**config.mk**
```make
export PLATFORM = sky130hd
export DESIGN_NAME = ad7606c_spi_master
export DESIGN_NICKNAME = d
export VERILOG_FILES = /design/src/rtl/ad7606c_spi_master.sv
export SDC_FILE = /design/constraint.sdc
export NUM_CORES = 1
export LEC_CHECK = 0
export ABC_AREA = 1
export CAP_MARGIN = 40
export CORE_MARGIN = 2
export CORE_UTILIZATION = 52
export CTS_CLUSTER_SIZE = 14
export DETAILED_ROUTE_END_ITERATION = 10
export PLACE_DENSITY_LB_ADDON = 0.12
export SYNTH_ARGS = -nofsm -noshare
export SYNTH_HDL_FRONTEND = slang
export SYNTH_SLANG_ARGS = --single-unit
```
**constraint.sdc**
```tcl
create_clock -name i_clk -period 1.88 [get_ports i_clk]
set_clock_uncertainty 0.1 [all_clocks]
set_input_delay 0.282 -clock i_clk [delete_from_list [all_inputs] [get_ports i_clk]]
set_output_delay 0.282 -clock i_clk [all_outputs]
set_load 0.1 [all_outputs]
```
**src/rtl/ad7606c_spi_master.sv**
```systemverilog
// rtl/ad7606c_spi_master.sv - SPI master for AD7606C 8-channel readout and 16-bit register writes
//
// Ports:
//   i_clk, i_rst           system clock, synchronous active-low reset
//   i_adc_spi_start        1-cycle pulse, start 8 ch x 16 bit read over 4 DOUT lines
//   o_adc_spi_done         1-cycle pulse, read finished; o_ch_data updated in the same cycle
//   i_init_spi_start       1-cycle pulse, start 16-bit register write on SDI
//   o_init_spi_done        1-cycle pulse, register write finished
//   i_cpol, i_cpha         SPI mode, latched at transaction start
//   i_init_data            register word, MSB first, latched at start
//   o_spi_cs_n, o_spi_sclk, o_spi_sdi, i_spi_dout   ADC pins (i_spi_dout[0] = DOUTA)
//   o_ch_data              ch k at [16k+15:16k]
//   o_busy                 high from start accept through the done pulse
module ad7606c_spi_master #(
  parameter int CLK_DIV  = 2,
  parameter int CS_SETUP = 2,
  parameter int CS_HOLD  = 2
) (
  input  logic         i_clk,
  input  logic         i_rst,
  input  logic         i_adc_spi_start,
  output logic         o_adc_spi_done,
  input  logic         i_init_spi_start,
  output logic         o_init_spi_done,
  input  logic         i_cpol,
  input  logic         i_cpha,
  input  logic [15:0]  i_init_data,
  output logic         o_spi_cs_n,
  output logic         o_spi_sclk,
  output logic         o_spi_sdi,
  input  logic [3:0]   i_spi_dout,
  output logic [127:0] o_ch_data,
  output logic         o_busy
);

  localparam int MAXP = (CLK_DIV > CS_SETUP) ? ((CLK_DIV > CS_HOLD) ? CLK_DIV : CS_HOLD)
                                             : ((CS_SETUP > CS_HOLD) ? CS_SETUP : CS_HOLD);
  localparam int CW = (MAXP < 2) ? 1 : $clog2(MAXP);
  localparam logic [CW-1:0] SETUP_LAST = CW'(CS_SETUP - 1);
  localparam logic [CW-1:0] DIV_LAST   = CW'(CLK_DIV - 1);
  localparam logic [CW-1:0] HOLD_LAST  = CW'(CS_HOLD - 1);

  typedef enum logic [2:0] {IDLE, SETUP, SHIFT, HOLD, DONE} state_t;

  state_t         state, state_d;
  logic [CW-1:0]  cnt, cnt_d;
  logic           half, half_d;          // 0: leading half of bit, 1: trailing half
  logic [5:0]     bits_left, bits_left_d;
  logic           lead_ev, trail_ev;     // this edge of i_clk produces an SCLK edge
  logic           start_init, start_read;
  logic           sample_ev, shift_ev;

  logic           cpol_q, cpha_q, init_q;
  logic [15:0]    sh_sdi;
  logic [3:0][31:0] rx;
  logic [127:0]   ch_data;
  logic           sclk_q, sdi_q, cs_n_q;

  always_comb begin
    state_d     = state;
    cnt_d       = cnt;
    half_d      = half;
    bits_left_d = bits_left;
    lead_ev     = 1'b0;
    trail_ev    = 1'b0;
    start_init  = 1'b0;
    start_read  = 1'b0;
    case (state)
      IDLE: begin
        cnt_d  = '0;
        half_d = 1'b0;
        // init has priority when both starts arrive together
        if (i_init_spi_start) begin
          start_init  = 1'b1;
          bits_left_d = 6'd16;
          state_d     = SETUP;
        end else if (i_adc_spi_start) begin
          start_read  = 1'b1;
          bits_left_d = 6'd32;
          state_d     = SETUP;
        end
      end
      SETUP: begin
        if (cnt == SETUP_LAST) begin
          cnt_d   = '0;
          half_d  = 1'b0;
          lead_ev = 1'b1;               // first leading edge coincides with entering SHIFT
          state_d = SHIFT;
        end else begin
          cnt_d = cnt + 1'b1;
        end
      end
      SHIFT: begin
        if (cnt == DIV_LAST) begin
          cnt_d = '0;
          if (!half) begin
            half_d   = 1'b1;
            trail_ev = 1'b1;
          end else begin
            half_d      = 1'b0;
            bits_left_d = bits_left - 6'd1;
            if (bits_left == 6'd1) state_d = HOLD;
            else                   lead_ev = 1'b1;
          end
        end else begin
          cnt_d = cnt + 1'b1;
        end
      end
      HOLD: begin
        if (cnt == HOLD_LAST) begin
          cnt_d   = '0;
          state_d = DONE;
        end else begin
          cnt_d = cnt + 1'b1;
        end
      end
      DONE:    state_d = IDLE;
      default: state_d = IDLE;
    endcase
  end

  assign sample_ev = cpha_q ? trail_ev : lead_ev;
  assign shift_ev  = cpha_q ? lead_ev  : trail_ev;

  always_ff @(posedge i_clk) begin
    if (!i_rst) begin
      state     <= IDLE;
      cnt       <= '0;
      half      <= 1'b0;
      bits_left <= '0;
      cpol_q    <= 1'b1;
      cpha_q    <= 1'b0;
      init_q    <= 1'b0;
      sh_sdi    <= '0;
      rx        <= '0;
      ch_data   <= '0;
      sclk_q    <= 1'b1;
      sdi_q     <= 1'b0;
      cs_n_q    <= 1'b1;
    end else begin
      state     <= state_d;
      cnt       <= cnt_d;
      half      <= half_d;
      bits_left <= bits_left_d;
      cs_n_q    <= !(state_d == SETUP || state_d == SHIFT || state_d == HOLD);

      if (start_init || start_read) begin
        cpol_q <= i_cpol;
        cpha_q <= i_cpha;
        init_q <= start_init;
        sclk_q <= i_cpol;
        rx     <= '0;
        if (start_init && !i_cpha) begin
          // CPHA=0: the slave samples on the first edge, so bit 15 goes out with CS
          sdi_q  <= i_init_data[15];
          sh_sdi <= {i_init_data[14:0], 1'b0};
        end else if (start_init) begin
          sdi_q  <= 1'b0;
          sh_sdi <= i_init_data;
        end else begin
          sdi_q  <= 1'b0;
          sh_sdi <= '0;
        end
      end else if (state == IDLE) begin
        sclk_q <= i_cpol;
      end

      if (lead_ev)  sclk_q <= ~cpol_q;
      if (trail_ev) sclk_q <= cpol_q;

      if (shift_ev) begin
        sdi_q  <= sh_sdi[15];
        sh_sdi <= {sh_sdi[14:0], 1'b0};
      end

      if (sample_ev && !init_q) begin
        for (int l = 0; l < 4; l++) rx[l] <= {rx[l][30:0], i_spi_dout[l]};
      end

      if (state == HOLD && state_d == DONE) begin
        sdi_q <= 1'b0;
        if (!init_q) begin
          // each line carries its even channel first, then the odd one
          for (int l = 0; l < 4; l++) begin
            ch_data[32*l +: 16]      <= rx[l][31:16];
            ch_data[32*l + 16 +: 16] <= rx[l][15:0];
          end
        end
      end
    end
  end

  assign o_spi_cs_n      = cs_n_q;
  assign o_spi_sclk      = sclk_q;
  assign o_spi_sdi       = sdi_q;
  assign o_ch_data       = ch_data;
  assign o_busy          = (state != IDLE);
  assign o_adc_spi_done  = (state == DONE) && !init_q;
  assign o_init_spi_done = (state == DONE) && init_q;

endmodule

```
# [Word level (Yosys, flattened, before mapping)]
# Index checks and enable logic that the tools add are counted.
[classes] addsub=2 n_eq_ne=13 mux=46 bitwise_logic=3 reduce_logical=25
[ops] op="2-to-1 mux 128 bit" n=2
[ops] op="2-to-1 mux 16 bit" n=4
[ops] op="2-to-1 mux 1 bit" n=24
[ops] op="2-to-1 mux 6 bit" n=4
[ops] op="2-to-1 mux 3 bit" n=7
[ops] op="== test 3 x 2 -> 1 bit (second input constant)" n=4
[ops] op="case mux 3 bit (4 select lines)" n=1
[ops] op="case mux 6 bit (2 select lines)" n=1
[ops] op="nonzero test 2 bit" n=4
[ops] op="== test 3 x 1 -> 1 bit (second input constant)" n=2
[ops] op="== test 3 bit (second input constant)" n=2
[ops] op="== test 6 x 1 -> 1 bit (second input constant)" n=1
[ops] op="inequality test 2 bit (second input constant)" n=3
[ops] op="nonzero test 3 bit" n=2
[ops] op="subtractor 6 x 1 -> 6 bit (second input constant)" n=1
[ops] op="logical AND 1 bit" n=5
[ops] op="case mux 1 bit (2 select lines)" n=2
[ops] op="AND reduction 4 bit" n=1
[ops] op="nonzero test 4 bit" n=1
[ops] op="OR reduction 2 bit" n=2
[ops] op="zero test 1 bit" n=3
[ops] op="zero test 3 bit" n=1
[ops] op="logical OR 1 bit" n=3
[ops] op="inequality test 3 bit (second input constant)" n=1
[ops] op="other kinds (6)" n=8
[word_totals] ff_bits=289 out_inout_bits=134 word_cells=106

# [Longest topological paths before layout]
[depth] ltp_word=9 mapped_depth=10

# [Least setup slack after synthesis]
# OpenSTA, ideal clock, no wires.
[synth_timing] path_type="reg2out" startpoint="reg init_q" endpoint="out o_init_spi_done" t_arrival_ps=2126 setup_slack_ps=-628 stages_incl_launch_ff=5 n_path_buf=2 path_cell_list="dfxtp_1 -> inv_1 -> clkbuf_1 -> buf_1 -> nor2_1"
[synth_via] elab_chain_len=1
[synth_rtl] element="from (decl)" line="53" rtl="logic cpol_q, cpha_q, init_q;"
[synth_rtl] element="from (signal assigned)" line="150" rtl="init_q <= start_init;"
[synth_rtl] element="logical AND 1 bit" line="199" rtl="assign o_init_spi_done = (state == DONE) && init_q;"
[synth_rtl] element="to (decl)" line="24" rtl="output logic o_init_spi_done,"
# No other way between the ends.

# [Final worst setup path]
[layout_timing] startpoint="reg state[0]" endpoint="out o_adc_spi_done"
[layout_via] elab_chain_len=2
[layout_rtl] element="from (decl)" line="45" rtl="state_t state, state_d;"
[layout_rtl] element="from (signal assigned)" line="141" rtl="state <= state_d;"
[layout_rtl] element="== test 3 bit" line="198" rtl="assign o_adc_spi_done = (state == DONE) && !init_q;"
[layout_rtl] element="logical AND 1 bit" line="198"
[layout_rtl] element="to (decl)" line="22" rtl="output logic o_adc_spi_done,"
# No other way between the ends.

==> impl_results.md <==
- Finish-stage setup viols: 2
- Crit path max-delay cell type: dfxtp_4
- Overflow after GRT: 0
- Sequential share of the synthesized area: 51.28%
- CTS Buffer Depth: 3
- Clock Root Buffer: clkbuf_16
- Layout net count: 1582
- Switching Share: 26.51%
- Outcome: complete, but fails checks
- Worst path top cell family by delay: flip-flops
- Vias after detailed routing: 10.61k
- Arrival time worst endpoint: 1.53 ns
- Final ANT Viol Nets: 0
- Max-slew violation count: 0
- Sw power: 3899 uW
- Layout area overhead: 29.13%
- Critical path startpoint: state[0]$_SDFF_PN0_
- Max_cap viols: 0
- Clock Sinks: 289
- Combinational cell fraction of total power: 15.2%
- Syn nets: 1467
- Power Density: 1010 mW/mm2
- Register area: 0.005798 mm2
- Distinct cells, synth: 26
- Failing checks: negative setup slack
- Crit-path cells: inv_4 -> buf_6 -> nand3_4 -> nor2_4 -> buf_12
- Clock Latency Late Sink: 0.54 ns
- #FFs+latches synth: 289
- WS Path Type: flop to output pin
- Inserted Diodes: 0
- Number of remaining DRC errors: 0
- IO Port Bufs: 159
- Clock power frac: 41.9%
- TritonCTS clock tree: yes
- Reg clk slew, reported paths: 0.06 ns
- Routed wire per std cell: 15.85 um
- Placed cell area: 0.01325 mm2
- DR pass1 iterations: 5
- Internal Pwr Total: 10810 uW
- Worst hold margin: 0.2314 ns
- Fillers: 1778
- Period utilization: 101.8%
- Max_slew headroom: 68.83%
- CTS buffer count: 30
- WP buf/inv: 3
- Multi-input gate area: 0.004886 mm2
- Worst setup margin: -0.03313 ns
- Worst reg2reg setup slack: 0.05 ns
- Crit path max fanout: 5
- Die area: 0.02289 mm2
- Global Route Usage Sum: 23.93%
- Max incr delay on CP: 0.37 ns
- Avg Synthesized Cell Area: 7.840 um2
- First-pass GRT wire length: 46.13 mm
- Min-delay worst type: input port to flop
- CP Launch Type: flop
- Reg-to-Reg Start: state[0]$_SDFF_PN0_
- Hold Buf Count CTS: 0
- Fmax: 522.7 MHz
- Initial Util: 53.33%
- Share of cells above drive strength 1: 18.82%
- HP Start: i_spi_dout[3]
- Rows: 53
- Die X: 151.3 um
- Largest net degree at the start of global routing: 66
- WL final: 29.30 mm
- Htree depth: 1
- Iter 0 DRT Violations: 677
- Design area: 0.01457 mm2
- Vias in the first global route: 9498
- Measured slew at the worst slew-check pin: 0.4676 ns
- Fin. Hold Viols: 0
- RSZ-0062 raised after global routing: yes
- Core Area: 0.02115 mm2
- Max IR drop VDD: 0.8426 mV
- Leak: 0.005158 uW
- Post-DP HPWL: 17.14 mm
- Initial antenna violation count: 0
- Worst EP required: 1.50 ns
- Final min period: 1.913 ns
- Floorplan die height: 151.3 um
- Flop pwr share: 42.9%
- Ports: 160
- Syn Inst Count: 1439
- Critical path capture point type: output pin
- Cell area after synthesis: 0.01128 mm2
- Syn. warnings: 0
- GPL Wtd Cong: 0.8835
- Routed vias/inst: 5.740
==> final timing paths <==
kind,end,cells past startpoint
worst max-delay path,o_adc_spi_done,5
worst min-delay path,rx[96]$_SDFFE_PN0P_,3
worst max register to register,rx[10]$_SDFFE_PN0P_,8
worst min register to register,o_ch_data[54]$_SDFFE_PN0P_,2
==> area by class of cell <==
cell class                      count  share of cell area [%]
Sequential cell                   289                   39.80
Multi-Input combinational cell    971                   33.54
Timing Repair Buffer              223                   16.16
Clock buffer                       41                   5.788
Tap cell                          275                   2.362
Clock inverter                     10                   1.220
Inverter                           39                   1.134
==> Yosys cell counts, drive strengths merged <==
cell type  number  area, um2
nand3         428       2152
dfxtp         289       5786
a21oi         284       1425
nand2         183      686.9
buf            74      377.9
clkbuf         66      247.7
inv            39      146.4
nor2           23      103.9
o211ai         16      120.1
or2            13      81.33
o21ai          11      58.81
nor3            4      20.02
a211oi          2      15.01
ha              2      25.02
nor3b           2      15.01
a31oi           1      6.260
nand4           1      6.260
xnor2           1      8.760
==> worst min-delay path, stage by stage <==
cell	delay (ns)
clkdlybuf4s50_1	0.41
nand3_1	0.08
a21oi_1	0.06
==> registers in the layout (all words and copies together) (netlist names), 3 cells and up <==
| signal | cells |
|---|---|
| bits_left | 6 |
| o_ch_data | 128 |
| rx | 128 |
| sh_sdi | 16 |
| state | 3 |
==> placed cells by master (no fill, tap or decap), drive strengths merged <==
cell | synthesis | routed
bufinv | 0 | 5
o21ai | 11 | 11
dfxtp | 289 | 289
nor3b | 2 | 2
clkinv | 0 | 4
clkinvlp | 0 | 2
nor2 | 23 | 23
nor3 | 4 | 4
nand2 | 183 | 183
o211ai | 16 | 16
a31oi | 1 | 1
nand3 | 428 | 428
or2 | 13 | 13
inv | 39 | 38
nand4 | 1 | 1
a21oi | 284 | 284
a211oi | 2 | 2
buf | 74 | 195
xnor2 | 1 | 1
ha | 2 | 2
clkdlybuf4s50 | 0 | 25
clkbuf | 66 | 44
==> through the flow <==
stage	instances	util (%)	power, uW	setup slack [ns]	setup TNS, ns
finish	1848	68.87	14710	-0.03313	-0.03893
global route	1848	68.87	15230	-0.08004	-0.3062
CTS	1840	67.73	14590	-0.05008	-0.1143
detailed placement	1788	62.62	8446	-0.2249	-12.14
global placement	1788	62.62	8442	-0.1406	-8.678
floorplan	1439	-	7755	-0.1939	-1.406
==> metal layers <==
layer	vias to the layer above	global-route usage, %	routed length [um]
met5	-	0	0
met4	0	5.187	350
met3	35	2.982	1901
met2	318	39.46	14010
met1	5051	33.74	13040
li1	5204	-	-
==> power by group through the flow <==
stage | registers (uW) | logic (uW) | clock network [uW]
floorplan | 6500 | 1250 | 0
global placement | 6440 | 2000 | 0
detailed placement | 6440 | 2000 | 0
CTS | 6310 | 2030 | 6250
global route | 6320 | 2400 | 6500
finish | 6310 | 2230 | 6160
==> what timing repair did <==
action,CTS,global route
endpoints found under the setup margin,51,146
pin swaps,2,3
setup buffers,2,4
gates cloned,0,4
resized for setup,12,24
==> kinds of logic after synthesis <==
logic type / count (synthesis) / synth area share [%]
simple gates: 654 / 27.17
buf+inv: 179 / 6.843
fa+ha+maj: 2 / 0.2218
xor+xnor: 1 / 0.07765
flops: 289 / 51.28
compound gates: 314 / 14.41
Note: power is estimated with default switching activity, not from simulation.
